### src/rtl/parking_pkg.sv
// Shared types and default constants for the parking duration/fee calculator.
package parking_pkg;

  localparam int DEF_TIME_W     = 8;
  localparam int DEF_DAY_TICKS  = 240;
  localparam int DEF_UNIT_TICKS = 15;
  localparam int DEF_RATE_W     = 8;
  localparam int DEF_FEE_W      = 16;

  // Controller states: capture, duration/validity, unit-by-unit billing, result hold
  typedef enum logic [1:0] {
    IDLE   = 2'd0,
    DIFF   = 2'd1,
    DIVIDE = 2'd2,
    DONE   = 2'd3
  } state_t;

endpackage

### src/rtl/parking_duration_calc_if.sv
// Request/result handshake bundle for parking_duration_calc.
interface parking_duration_calc_if #(
  parameter int TIME_W = 8,
  parameter int RATE_W = 8,
  parameter int FEE_W  = 16
);
  logic              in_valid;
  logic              in_ready;
  logic [TIME_W-1:0] time_in;
  logic [TIME_W-1:0] time_out;
  logic [RATE_W-1:0] rate;
  logic              out_valid;
  logic              out_ready;
  logic [TIME_W-1:0] duration;
  logic [FEE_W-1:0]  fee;
  logic              err;

  // Producer of requests / consumer of results
  modport master (
    output in_valid, time_in, time_out, rate, out_ready,
    input  in_ready, out_valid, duration, fee, err
  );

  // The calculator itself
  modport slave (
    input  in_valid, time_in, time_out, rate, out_ready,
    output in_ready, out_valid, duration, fee, err
  );
endinterface

### src/rtl/parking_duration_calc_fee_accumulator.sv
// Billing datapath: walks the parked ticks down one unit per step and adds
// the rate to a fee that saturates at MAX_FEE.
module fee_accumulator #(
  parameter int                TIME_W     = 8,
  parameter int                UNIT_TICKS = 15,
  parameter int                RATE_W     = 8,
  parameter int                FEE_W      = 16,
  parameter logic [FEE_W-1:0]  MAX_FEE    = {FEE_W{1'b1}}
) (
  input  logic              clk,
  input  logic              reset,
  input  logic              i_load,   // start a new bill: remaining <= ticks, fee <= 0
  input  logic [TIME_W-1:0] i_ticks,
  input  logic              i_step,   // bill one (possibly partial) unit
  input  logic [RATE_W-1:0] i_rate,
  output logic              o_last,   // the current step brings remaining to zero
  output logic [FEE_W-1:0]  o_fee
);

  localparam int SUM_W = ((FEE_W > RATE_W) ? FEE_W : RATE_W) + 1;

  logic [TIME_W-1:0] r_remaining;
  logic [FEE_W-1:0]  r_fee;
  logic              w_last;
  logic [TIME_W-1:0] w_rem_next;
  logic [SUM_W-1:0]  w_sum;
  logic [FEE_W-1:0]  w_fee_next;

  // Unit-step subtract (a final partial unit counts as a whole one) and
  // saturating fee add; the sum is one bit wider so the ceiling test is exact.
  always_comb begin
    w_last     = (64'(r_remaining) <= 64'(UNIT_TICKS));
    w_rem_next = w_last ? '0 : (r_remaining - TIME_W'(UNIT_TICKS));
    w_sum      = SUM_W'(r_fee) + SUM_W'(i_rate);
    w_fee_next = (w_sum > SUM_W'(MAX_FEE)) ? MAX_FEE : w_sum[FEE_W-1:0];
  end

  // Remaining-ticks and fee registers
  always_ff @(posedge clk) begin
    if (reset) begin
      r_remaining <= '0;
      r_fee       <= '0;
    end else if (i_load) begin
      r_remaining <= i_ticks;
      r_fee       <= '0;
    end else if (i_step) begin
      r_remaining <= w_rem_next;
      r_fee       <= w_fee_next;
    end
  end

  assign o_last = w_last;
  assign o_fee  = r_fee;

endmodule

### src/rtl/parking_duration_calc.sv
// Parking duration and fee calculator: captures entry/exit stamps, checks
// them against the day length, resolves overnight wrap, then bills one unit
// per cycle through fee_accumulator and holds the result until taken.
module parking_duration_calc
  import parking_pkg::*;
#(
  parameter int               TIME_W     = DEF_TIME_W,
  parameter int               DAY_TICKS  = DEF_DAY_TICKS,   // must be <= 2**TIME_W
  parameter int               UNIT_TICKS = DEF_UNIT_TICKS,  // must be >= 1
  parameter int               RATE_W     = DEF_RATE_W,
  parameter int               FEE_W      = DEF_FEE_W,
  parameter logic [FEE_W-1:0] MAX_FEE    = {FEE_W{1'b1}}
) (
  input  logic                    clk,
  input  logic                    reset,
  parking_duration_calc_if.slave  bus
);

  state_t            r_state;
  state_t            w_next;
  logic [TIME_W-1:0] r_t_in;
  logic [TIME_W-1:0] r_t_out;
  logic [RATE_W-1:0] r_rate;
  logic [TIME_W-1:0] r_duration;
  logic              r_err;

  logic              w_in_ready;
  logic              w_out_valid;
  logic              w_load;
  logic              w_step;
  logic              w_last;
  logic              w_bad;
  logic [TIME_W:0]   w_wrap_base;
  logic [TIME_W-1:0] w_diff;
  logic [TIME_W-1:0] w_ticks;
  logic [FEE_W-1:0]  w_fee;

  // Stamp validity and duration. The wrap case forms DAY_TICKS - in first in
  // TIME_W+1 bits (DAY_TICKS may equal 2**TIME_W); the final sum is below
  // DAY_TICKS so it fits TIME_W bits.
  always_comb begin
    w_bad       = ({1'b0, r_t_in}  >= (TIME_W+1)'(DAY_TICKS)) ||
                  ({1'b0, r_t_out} >= (TIME_W+1)'(DAY_TICKS));
    w_wrap_base = (TIME_W+1)'(DAY_TICKS) - {1'b0, r_t_in};
    if (r_t_out >= r_t_in) w_diff = r_t_out - r_t_in;
    else                   w_diff = TIME_W'(w_wrap_base + {1'b0, r_t_out});
    w_ticks     = w_bad ? '0 : w_diff;
  end

  // Next state and handshake outputs
  always_comb begin
    w_next      = r_state;
    w_in_ready  = 1'b0;
    w_out_valid = 1'b0;
    w_load      = 1'b0;
    w_step      = 1'b0;
    unique case (r_state)
      IDLE: begin
        w_in_ready = 1'b1;
        if (bus.in_valid) w_next = DIFF;
      end
      DIFF: begin
        w_load = 1'b1;
        w_next = (w_ticks == '0) ? DONE : DIVIDE;
      end
      DIVIDE: begin
        w_step = 1'b1;
        if (w_last) w_next = DONE;
      end
      DONE: begin
        w_out_valid = 1'b1;
        if (bus.out_ready) w_next = IDLE;
      end
      default: w_next = IDLE;
    endcase
  end

  // State, request capture and duration/error result registers
  always_ff @(posedge clk) begin
    if (reset) begin
      r_state    <= IDLE;
      r_t_in     <= '0;
      r_t_out    <= '0;
      r_rate     <= '0;
      r_duration <= '0;
      r_err      <= 1'b0;
    end else begin
      r_state <= w_next;
      if (w_in_ready && bus.in_valid) begin
        r_t_in  <= bus.time_in;
        r_t_out <= bus.time_out;
        r_rate  <= bus.rate;
      end
      if (w_load) begin
        r_duration <= w_ticks;
        r_err      <= w_bad;
      end
    end
  end

  fee_accumulator #(
    .TIME_W    (TIME_W),
    .UNIT_TICKS(UNIT_TICKS),
    .RATE_W    (RATE_W),
    .FEE_W     (FEE_W),
    .MAX_FEE   (MAX_FEE)
  ) u_acc (
    .clk    (clk),
    .reset  (reset),
    .i_load (w_load),
    .i_ticks(w_ticks),
    .i_step (w_step),
    .i_rate (r_rate),
    .o_last (w_last),
    .o_fee  (w_fee)
  );

  assign bus.in_ready  = w_in_ready;
  assign bus.out_valid = w_out_valid;
  assign bus.duration  = r_duration;
  assign bus.fee       = w_fee;
  assign bus.err       = r_err;

endmodule

### src/flat_wrapper.sv
// flat-port wrapper written by rule: the top's interface ports become plain ports
module parking_duration_calc_flat import parking_pkg::*;
#(
  parameter int               TIME_W     = DEF_TIME_W,
  parameter int               DAY_TICKS  = DEF_DAY_TICKS,                          
  parameter int               UNIT_TICKS = DEF_UNIT_TICKS,                 
  parameter int               RATE_W     = DEF_RATE_W,
  parameter int               FEE_W      = DEF_FEE_W,
  parameter logic [FEE_W-1:0] MAX_FEE    = {FEE_W{1'b1}}
)
  (clk, reset, bus_in_valid, bus_time_in, bus_time_out, bus_rate, bus_out_ready, bus_in_ready, bus_out_valid, bus_duration, bus_fee, bus_err);
  parking_duration_calc_if #(.TIME_W(TIME_W), .RATE_W(RATE_W), .FEE_W(FEE_W)) bus_i ();
  input  logic clk;
  input  logic reset;
  input wire logic [$bits(bus_i.in_valid)-1:0] bus_in_valid;
  input wire logic [$bits(bus_i.time_in)-1:0] bus_time_in;
  input wire logic [$bits(bus_i.time_out)-1:0] bus_time_out;
  input wire logic [$bits(bus_i.rate)-1:0] bus_rate;
  input wire logic [$bits(bus_i.out_ready)-1:0] bus_out_ready;
  output wire logic [$bits(bus_i.in_ready)-1:0] bus_in_ready;
  output wire logic [$bits(bus_i.out_valid)-1:0] bus_out_valid;
  output wire logic [$bits(bus_i.duration)-1:0] bus_duration;
  output wire logic [$bits(bus_i.fee)-1:0] bus_fee;
  output wire logic [$bits(bus_i.err)-1:0] bus_err;
  assign bus_i.in_valid = bus_in_valid;
  assign bus_i.time_in = bus_time_in;
  assign bus_i.time_out = bus_time_out;
  assign bus_i.rate = bus_rate;
  assign bus_i.out_ready = bus_out_ready;
  assign bus_in_ready = bus_i.in_ready;
  assign bus_out_valid = bus_i.out_valid;
  assign bus_duration = bus_i.duration;
  assign bus_fee = bus_i.fee;
  assign bus_err = bus_i.err;
  parking_duration_calc #(.TIME_W(TIME_W), .DAY_TICKS(DAY_TICKS), .UNIT_TICKS(UNIT_TICKS), .RATE_W(RATE_W), .FEE_W(FEE_W), .MAX_FEE(MAX_FEE)) u_core (.clk(clk), .reset(reset), .bus(bus_i));
endmodule
### config.mk
export PLATFORM = sky130hd
export DESIGN_NAME = parking_duration_calc_flat
export DESIGN_NICKNAME = d
export VERILOG_FILES = /design/src/rtl/parking_pkg.sv /design/src/rtl/parking_duration_calc_if.sv /design/src/rtl/parking_duration_calc_fee_accumulator.sv /design/src/rtl/parking_duration_calc.sv /design/src/flat_wrapper.sv
export SDC_FILE = /design/constraint.sdc
export NUM_CORES = 1
export LEC_CHECK = 0
export BUFFER_PORTS_ARGS = -buffer_cell sky130_fd_sc_hd__clkbuf_2
export CAP_MARGIN = 20
export CORE_MARGIN = 1
export CORE_UTILIZATION = 45
export CTS_BUF_LIST = sky130_fd_sc_hd__clkbuf_16
export CTS_CLUSTER_SIZE = 16
export DETAILED_ROUTE_END_ITERATION = 8
export GPL_TIMING_DRIVEN = 1
export PLACE_DENSITY = 0.68
export SETUP_SLACK_MARGIN = 0.2
export SYNTH_ARGS = -nofsm -noshare
export SYNTH_HDL_FRONTEND = slang
export SYNTH_SLANG_ARGS = --single-unit
### constraint.sdc
create_clock -name clk -period 2.3 [get_ports clk]
set_input_delay 0.115 -clock clk [delete_from_list [all_inputs] [get_ports clk]]
set_output_delay 0.115 -clock clk [all_outputs]
set_load 0.02 [all_outputs]
==> results of run 1 <==
[path summary, 6_finish.rpt]
path / depth (start not counted) / startpoint / endpoint / slack [ns]
hold reg to reg: 2 / u_core.r_t_out[0] / u_core.r_t_out[0] / 0.46
hold / removal: 3 / bus_rate[7] / u_core.r_rate[7] / 0.005
setup reg to reg: 10 / u_core.r_t_in[1] / u_core.r_state[0] / -0.06
setup / recovery: 10 / u_core.r_t_in[1] / u_core.r_state[0] / -0.06
[repair_timing]
| action | 4_1_cts | 5_1_grt |
|---|---|---|
| buffers inserted | 2 | 6 |
| gates cloned | 2 | 0 |
| pin swaps | 11 | 9 |
| hold buffers | 4 | 0 |
| setup endpoints to repair | 19 | 28 |
| hold endpoints to repair | 4 | 0 |
| resized for setup | 10 | 13 |
[through the flow]
step	power [mW]	setup slack (ns)	cell area, um^2	utilization (%)	hold slack, ns
after floorplan	3.77	0.0830	3890	-	0.243
after global placement	4.55	0.0402	4390	55.6	0.331
after detailed placement	4.62	-0.0733	4390	55.6	0.345
after CTS	6.08	-0.00546	4800	60.9	0.00228
after global routing	6.61	-0.159	4900	62.1	0.0174
final	6.20	-0.0617	4900	62.1	0.00541
[final cells by class]
| class | count | area (um^2) |
|---|---|---|
| Sequential cell | 59 | 1190 |
| Clock inverter | 7 | 67.6 |
| Clock buffer | 9 | 225 |
| Fill cell | 702 | 2990 |
| Timing Repair Buffer | 88 | 539 |
| Inverter | 39 | 146 |
| Tap cell | 102 | 128 |
| Multi-Input combinational cell | 356 | 2600 |
[where the power goes]
group / switching (mW) / internal [mW]
logic: 1.93 / 1.49
registers: 0.193 / 1.26
clock network: 0.502 / 0.834
[flip-flops by register name, indices dropped and copies added, names as in the netlist]
register / count
u_core.bus.duration: 8
u_core.bus.err: 1
u_core.r_rate: 8
u_core.r_state: 2
u_core.r_t_in: 8
u_core.r_t_out: 8
u_core.u_acc.o_fee: 16
u_core.u_acc.r_remaining: 8
[placed cells by master, fill, tap and decap left out, types with 9 or more instances in the layout]
master / instances
a21oi_1: 44
a31oi_1: 10
buf_4: 29
clkbuf_16: 9
clkbuf_2: 54
dfxtp_1: 50
ha_1: 19
ha_4: 9
inv_1: 32
nand2_1: 71
nand2b_1: 9
nand3_1: 12
nor2_1: 30
o21ai_0: 19
[cells by family (layout without fill, tap and decap cells)]
logic type	count (synthesis)	after routing	synth area share [%]
and+or+nand+nor	160	160	20.0
AOI/OAI and AO/OA	139	141	24.6
DFF	59	59	31.7
buffers and inverters	56	143	5.64
adders and majority gates	36	36	13.3
xor gates and xnor gates	14	14	3.29
muxes	5	5	1.44
[per-layer routing]
layer | track usage [%] | vias up | part of all wire (%)
li1 | - | 1837 | -
met1 | 31.7 | 1706 | 49
met2 | 37.6 | 91 | 46
met3 | 5.12 | 11 | 4.2
met4 | 9.49 | 0 | 1.3
met5 | 0 | - | 0
[worst register-to-register path, delay by kind of cell, from the launching register on]
kind	cells	cell delay, ns
multiplexers	1	0.17
AND/OR/NAND/NOR	1	0.15
XOR/XNOR	1	0.31
adder cells (fa/ha/maj)	3	0.79
AO/OA/AOI/OAI	3	0.52
buffers and inverters	1	0.05
flip-flops	1	0.33
==> impl_metrics.csv, run 1 <==
group,metric,value,unit
setup_path,worstSetupPathType,"flop to flop",
synth,synthCells,469,
sta,finClkSkew,0.00635,ns
sta,rsz0062_at_grt,"true",
placement,dp.cells,630,
global_route,grt_pass1_wl,16.2,mm
synth,ys_top_cells_by_count,"71 x nand2_1, 59 x dfxtp_1, 46 x a21oi_1, 37 x inv_1",
detailed_routing,drt_pre_antenna_iters,5,
cells_and_area,diodes,0,
setup_path,crit_chain,"inv_2, ha_4, ha_4, fa_2, nor2b_4, o2111ai_1, o211ai_1, mux2i_1, xor2_1, a31o_1",
synth,yosysTopAreaCell,"dfxtp_1",
global_route,grt_max_degree,41,
synth,postSynthAreaPerCell,7.95,um^2
sta,worst_slack,-0.0617,ns
synth,yosys_warnings,0,
status,violations,"setup timing",
die,rows,32,
detailed_routing,wl_per_cell,15.0,um
placement,gp_congestion,0.913,
placement,portBuffers,54,
synth,synth_area_leaders,"dfxtp_1 32%, ha_1 10%, nand2_1 7.2%",
die,die_x,93.0,um
global_route,antenna_found_initial,0,
clock_network,path_clk_slew,0.05,ns
setup_path,critPathCaptureType,"flop",
power,power.density,1270,nW/um^2
sta,max_freq,0.423,GHz
synth,synth_edf_count,0,
detailed_routing,via_per_inst,5.52,
sta,min_period,2.36,ns
synth,yosysUniqueCellTypes,60,
detailed_routing,vias,3645,
clock_network,clk_latency,0.33,ns
synth,yosysSeqAreaShare,31.7,%
synth,synth_nets,533,
status,status,"complete, but fails checks",
detailed_routing,remaining_drc_errors,0,
clock_network,cts_buffer_depth,2,
sta,slew_violations,0,
die,core_area,7890,um^2
synth,ys_seq_elements,59,
die,dieHeight,93.0,um
power,p_leak,2.07,nW
clock_network,cts-buffers-inserted,9,
setup_path,cp_max_fo,5,
clock_network,cts_root_buf,"clkbuf_16",
setup_path,cpPeakStageDelay,0.35,ns
sta,setup_tns,-0.182,ns
synth,yosysMostFrequentCell,"nand2_1",
clock_network,cts.sinks,59,
global_route,grt_usage,23.9,%
synth,synth.top_cell.area_share,31.7,%
cells_and_area,finalNetCount,617,
setup_path,cp.required,2.57,ns
sta,hold_viol,0,
global_route,grt_pass1_vias,3467,
clock_network,cts_tree,"yes",
flow_run,maxCapViolations,0,
synth,syn_area,3730,um^2
die,dieArea,8650,um^2
sta,period_share,103,%
synth,synth_ff_type,"dfxtp_1",
placement,hpwl,7.07,mm
detailed_routing,drt_iter0_drc,147,
detailed_routing,antenna_left,0,
setup_path,slowest_stage,"fa_2",
setup_path,path_common_cell,"ha_4",
sta,setup_viol,4,
cells_and_area,area_growth,31.5,%
hold_path,min_path_type,"input pin to flop",
cells_and_area,fin_cells,660,
sta,tightest_slew,0.874,ns
setup_path,arrival,2.64,ns
die,io_pins,55,
setup_path,cp_top_family,"adder cells",
global_route,gr-total-overflow,0,
die,start_util,47.3,%
power,ir_drop,0.568,mV
setup_path,worstSetupStartpointType,"flop",
setup_path,worst-path-buf-inv,1,
cells_and_area,drive_gt1_share,27.2,%
synth,synthArstFlopShare,0,%
detailed_routing,totalWireLength,9.91,mm
clock_network,htree_levels,3,
sta,slew-limit-headroom,41.7,%
Note: power is estimated with default switching activity, not from simulation.
==> inputs of run 2 (changes only) <==
- CORE_UTILIZATION: 45 -> 52
- PLACE_DENSITY: 0.68 -> 0.77
==> run 2 against run 1 <==
Net effect:
- the run still ends with setup timing left
- final cell count is 2.1% lower
- first-iteration DRC count is 72% higher
- die area is 13% lower
- routed wire length is 1.1% higher
- critical path depth is 1 higher
- via count is 0.11% higher
- combinational power hardly changed
- critical path type unchanged
==> impl_metrics.csv, run 2 (same netlist as run 1, synthesis figures left out) <==
group,metric,value,unit
cells_and_area,fin_cells,646,
global_route,grt_max_degree,40,
die,rows,30,
die,io_pins,55,
sta,min_period,2.33,ns
sta,rsz0062_at_grt,"true",
setup_path,worstSetupStartpointType,"flop",
global_route,grt_pass1_wl,16.4,mm
cells_and_area,diodes,0,
status,status,"complete, but fails checks",
sta,worst_slack,-0.0313,ns
detailed_routing,via_per_inst,5.65,
hold_path,holdPathEnd,"u_core.r_rate[1]",
sta,period_share,101,%
detailed_routing,vias,3649,
setup_path,path_common_cell,"inv_2",
placement,gp_congestion,0.924,
global_route,grt_pass1_vias,3528,
clock_network,cts.sinks,59,
setup_path,reg2reg_to,"u_core.u_acc.r_remaining[6]",
die,dieHeight,86.7,um
cells_and_area,final_common_cell,"nand2_1",
sta,max_freq,0.429,GHz
setup_path,cpPeakStageDelay,0.47,ns
cells_and_area,finalNetCount,609,
power,switching_share,42.3,%
power,intPower,3.55,mW
detailed_routing,antenna_left,0,
setup_path,r2r_cells,11,
detailed_routing,remaining_drc_errors,0,
sta,hold_viol,0,
power,ir_drop,0.570,mV
cells_and_area,area_growth,29.5,%
placement,hpwl,7.09,mm
setup_path,r2r_start,"u_core.r_t_in[2]",
clock_network,cts_root_buf,"clkbuf_16",
die,start_util,54.3,%
power,power.density,1270,nW/um^2
die,core_area,6870,um^2
sta,finClkSkew,0.00435,ns
sta,tightest_slew,0.539,ns
die,die_x,86.7,um
setup_path,arrival,2.53,ns
hold_path,min_path_type,"input pin to flop",
placement,dp.cells,621,
detailed_routing,drt_iter0_drc,253,
power,p_switching,2.60,mW
sta,setup_tns,-0.0581,ns
clock_network,cts_buffer_depth,2,
setup_path,cp_max_fo,3,
clock_network,cts-buffers-inserted,9,
placement,portBuffers,54,
power,p_leak,2.04,nW
setup_path,critPathCaptureType,"flop",
die,dieArea,7510,um^2
setup_path,worstSetupPathType,"flop to flop",
sta,slew-limit-headroom,63.8,%
setup_path,cp.required,2.50,ns
setup_path,ff2ff_setup_slack,-0.03,ns
detailed_routing,totalWireLength,10.0,mm
cells_and_area,finalCoreUtilization,70.3,%
cells_and_area,layout_common_cells,"71 x nand2_1, 54 x clkbuf_2, 48 x dfxtp_1",
cells_and_area,largest_reg_flops,16,
placement,dp_slack,-0.0629,ns
power,p_seq_share,23.7,%
global_route,grt_usage,28.1,%
clock_network,path_clk_slew,0.05,ns
clock_network,cts_tree,"yes",
detailed_routing,drt_pre_antenna_iters,7,
power,p_comb_share,55.1,%
status,violations,"setup timing",
cells_and_area,n_fill_cell,575,
sta,slew_violations,0,
global_route,gr-total-overflow,0,
hold_path,worstHoldPathCells,3,
clock_network,clk_latency,0.33,ns
setup_path,slowest_stage,"fa_2",
sta,setup_viol,3,
cells_and_area,drive_gt1_share,27.1,%
flow_run,maxCapViolations,0,
global_route,antenna_found_initial,0,
clock_network,htree_levels,3,
setup_path,crit_chain,"inv_2, ha_4, inv_2, fa_2, nor2b_4, a211o_1, a311oi_2, mux2i_1, buf_4, a31oi_1, nor2_1",
detailed_routing,wl_per_cell,15.5,um
hold_path,min_from,"bus_rate[1]",
power,p_clk_share,21.1,%
## run 2: changes by cell type in the layout (fill, tap and decap cells not counted), sizes merged
cell         delta
clkinv          +1
inv             -1
buf             -5
dlygate4sd3     -2
a211o           -1
## run 2: metrics by stage
step | area [um^2] | power (mW) | hold WS, ns
2_1_floorplan | 3890 | 3.77 | 0.243
3_3_place_gp | 4360 | 4.51 | 0.336
3_5_place_dp | 4360 | 4.59 | 0.336
4_1_cts | 4750 | 5.98 | 0.0000506
5_1_grt | 4830 | 6.56 | 0.0126
6_report | 4830 | 6.15 | 0.00357
## run 2: timing repair
action | in CTS | in global routing
buffers inserted | 3 | 3
hold buffers | 2 | 0
endpoints found under the setup margin | 19 | 30
cloned | 1 | 0
resized for setup | 12 | 13
endpoints found under the hold margin | 2 | 0
pin swaps | 11 | 9
## run 2: worst max-delay path by stage
stage / from / endpoint / slack, ns / cells past startpoint
6_report: u_core.r_t_in[2] / u_core.u_acc.r_remaining[6] / -0.03 / 11
5_1_grt: u_core.r_t_in[2] / u_core.u_acc.r_remaining[7] / -0.14 / 10
4_1_cts: u_core.r_t_out[1] / u_core.r_state[0] / 0.007 / 9
3_5_place_dp: u_core.r_t_in[0] / u_core.r_state[0] / -0.06 / 10
3_3_place_gp: u_core.r_t_in[0] / u_core.r_state[0] / -0.002 / 10
2_1_floorplan: u_core.r_t_in[2] / u_core.r_state[0] / 0.08 / 10
## run 2: power groups by stage
stage	Clock, mW	Combinational [mW]	Sequential [mW]
finish	1.30	3.39	1.46
global route	1.35	3.72	1.49
global placement	0	3.05	1.46
detailed placement	0	3.12	1.47
CTS	1.30	3.22	1.45
floorplan	0	2.23	1.54
## run 2: metal layers
metal  routed length [um]  vias to the layer above  global-route usage (%)
met4                  160                        0                    11.2
met2                 4880                       98                    48.2
met5                    0                        -                       0
met3                  434                       17                    4.57
li1                     -                     1819                       -
met1                 4540                     1715                    35.2
## run 2: area by class of cell
class	count	area (um^2)	area share [%]
inverter	39	146	3.03
timing repair buffer	81	482	9.98
sequential	59	1200	24.9
clock buffer	9	225	4.67
clock inverter	7	61.3	1.27
tap	96	120	2.49
multi-input combinational	355	2590	53.7
## run 2: critical path: cells and delay by family, from the launching register on
kind / cells / cell delay (ns)
AND/OR/NAND/NOR: 2 / 0.22
flip-flops: 1 / 0.34
buffers and inverters: 3 / 0.26
adder cells (fa/ha/maj): 2 / 0.62
AO/OA/AOI/OAI: 3 / 0.62
multiplexers: 1 / 0.14
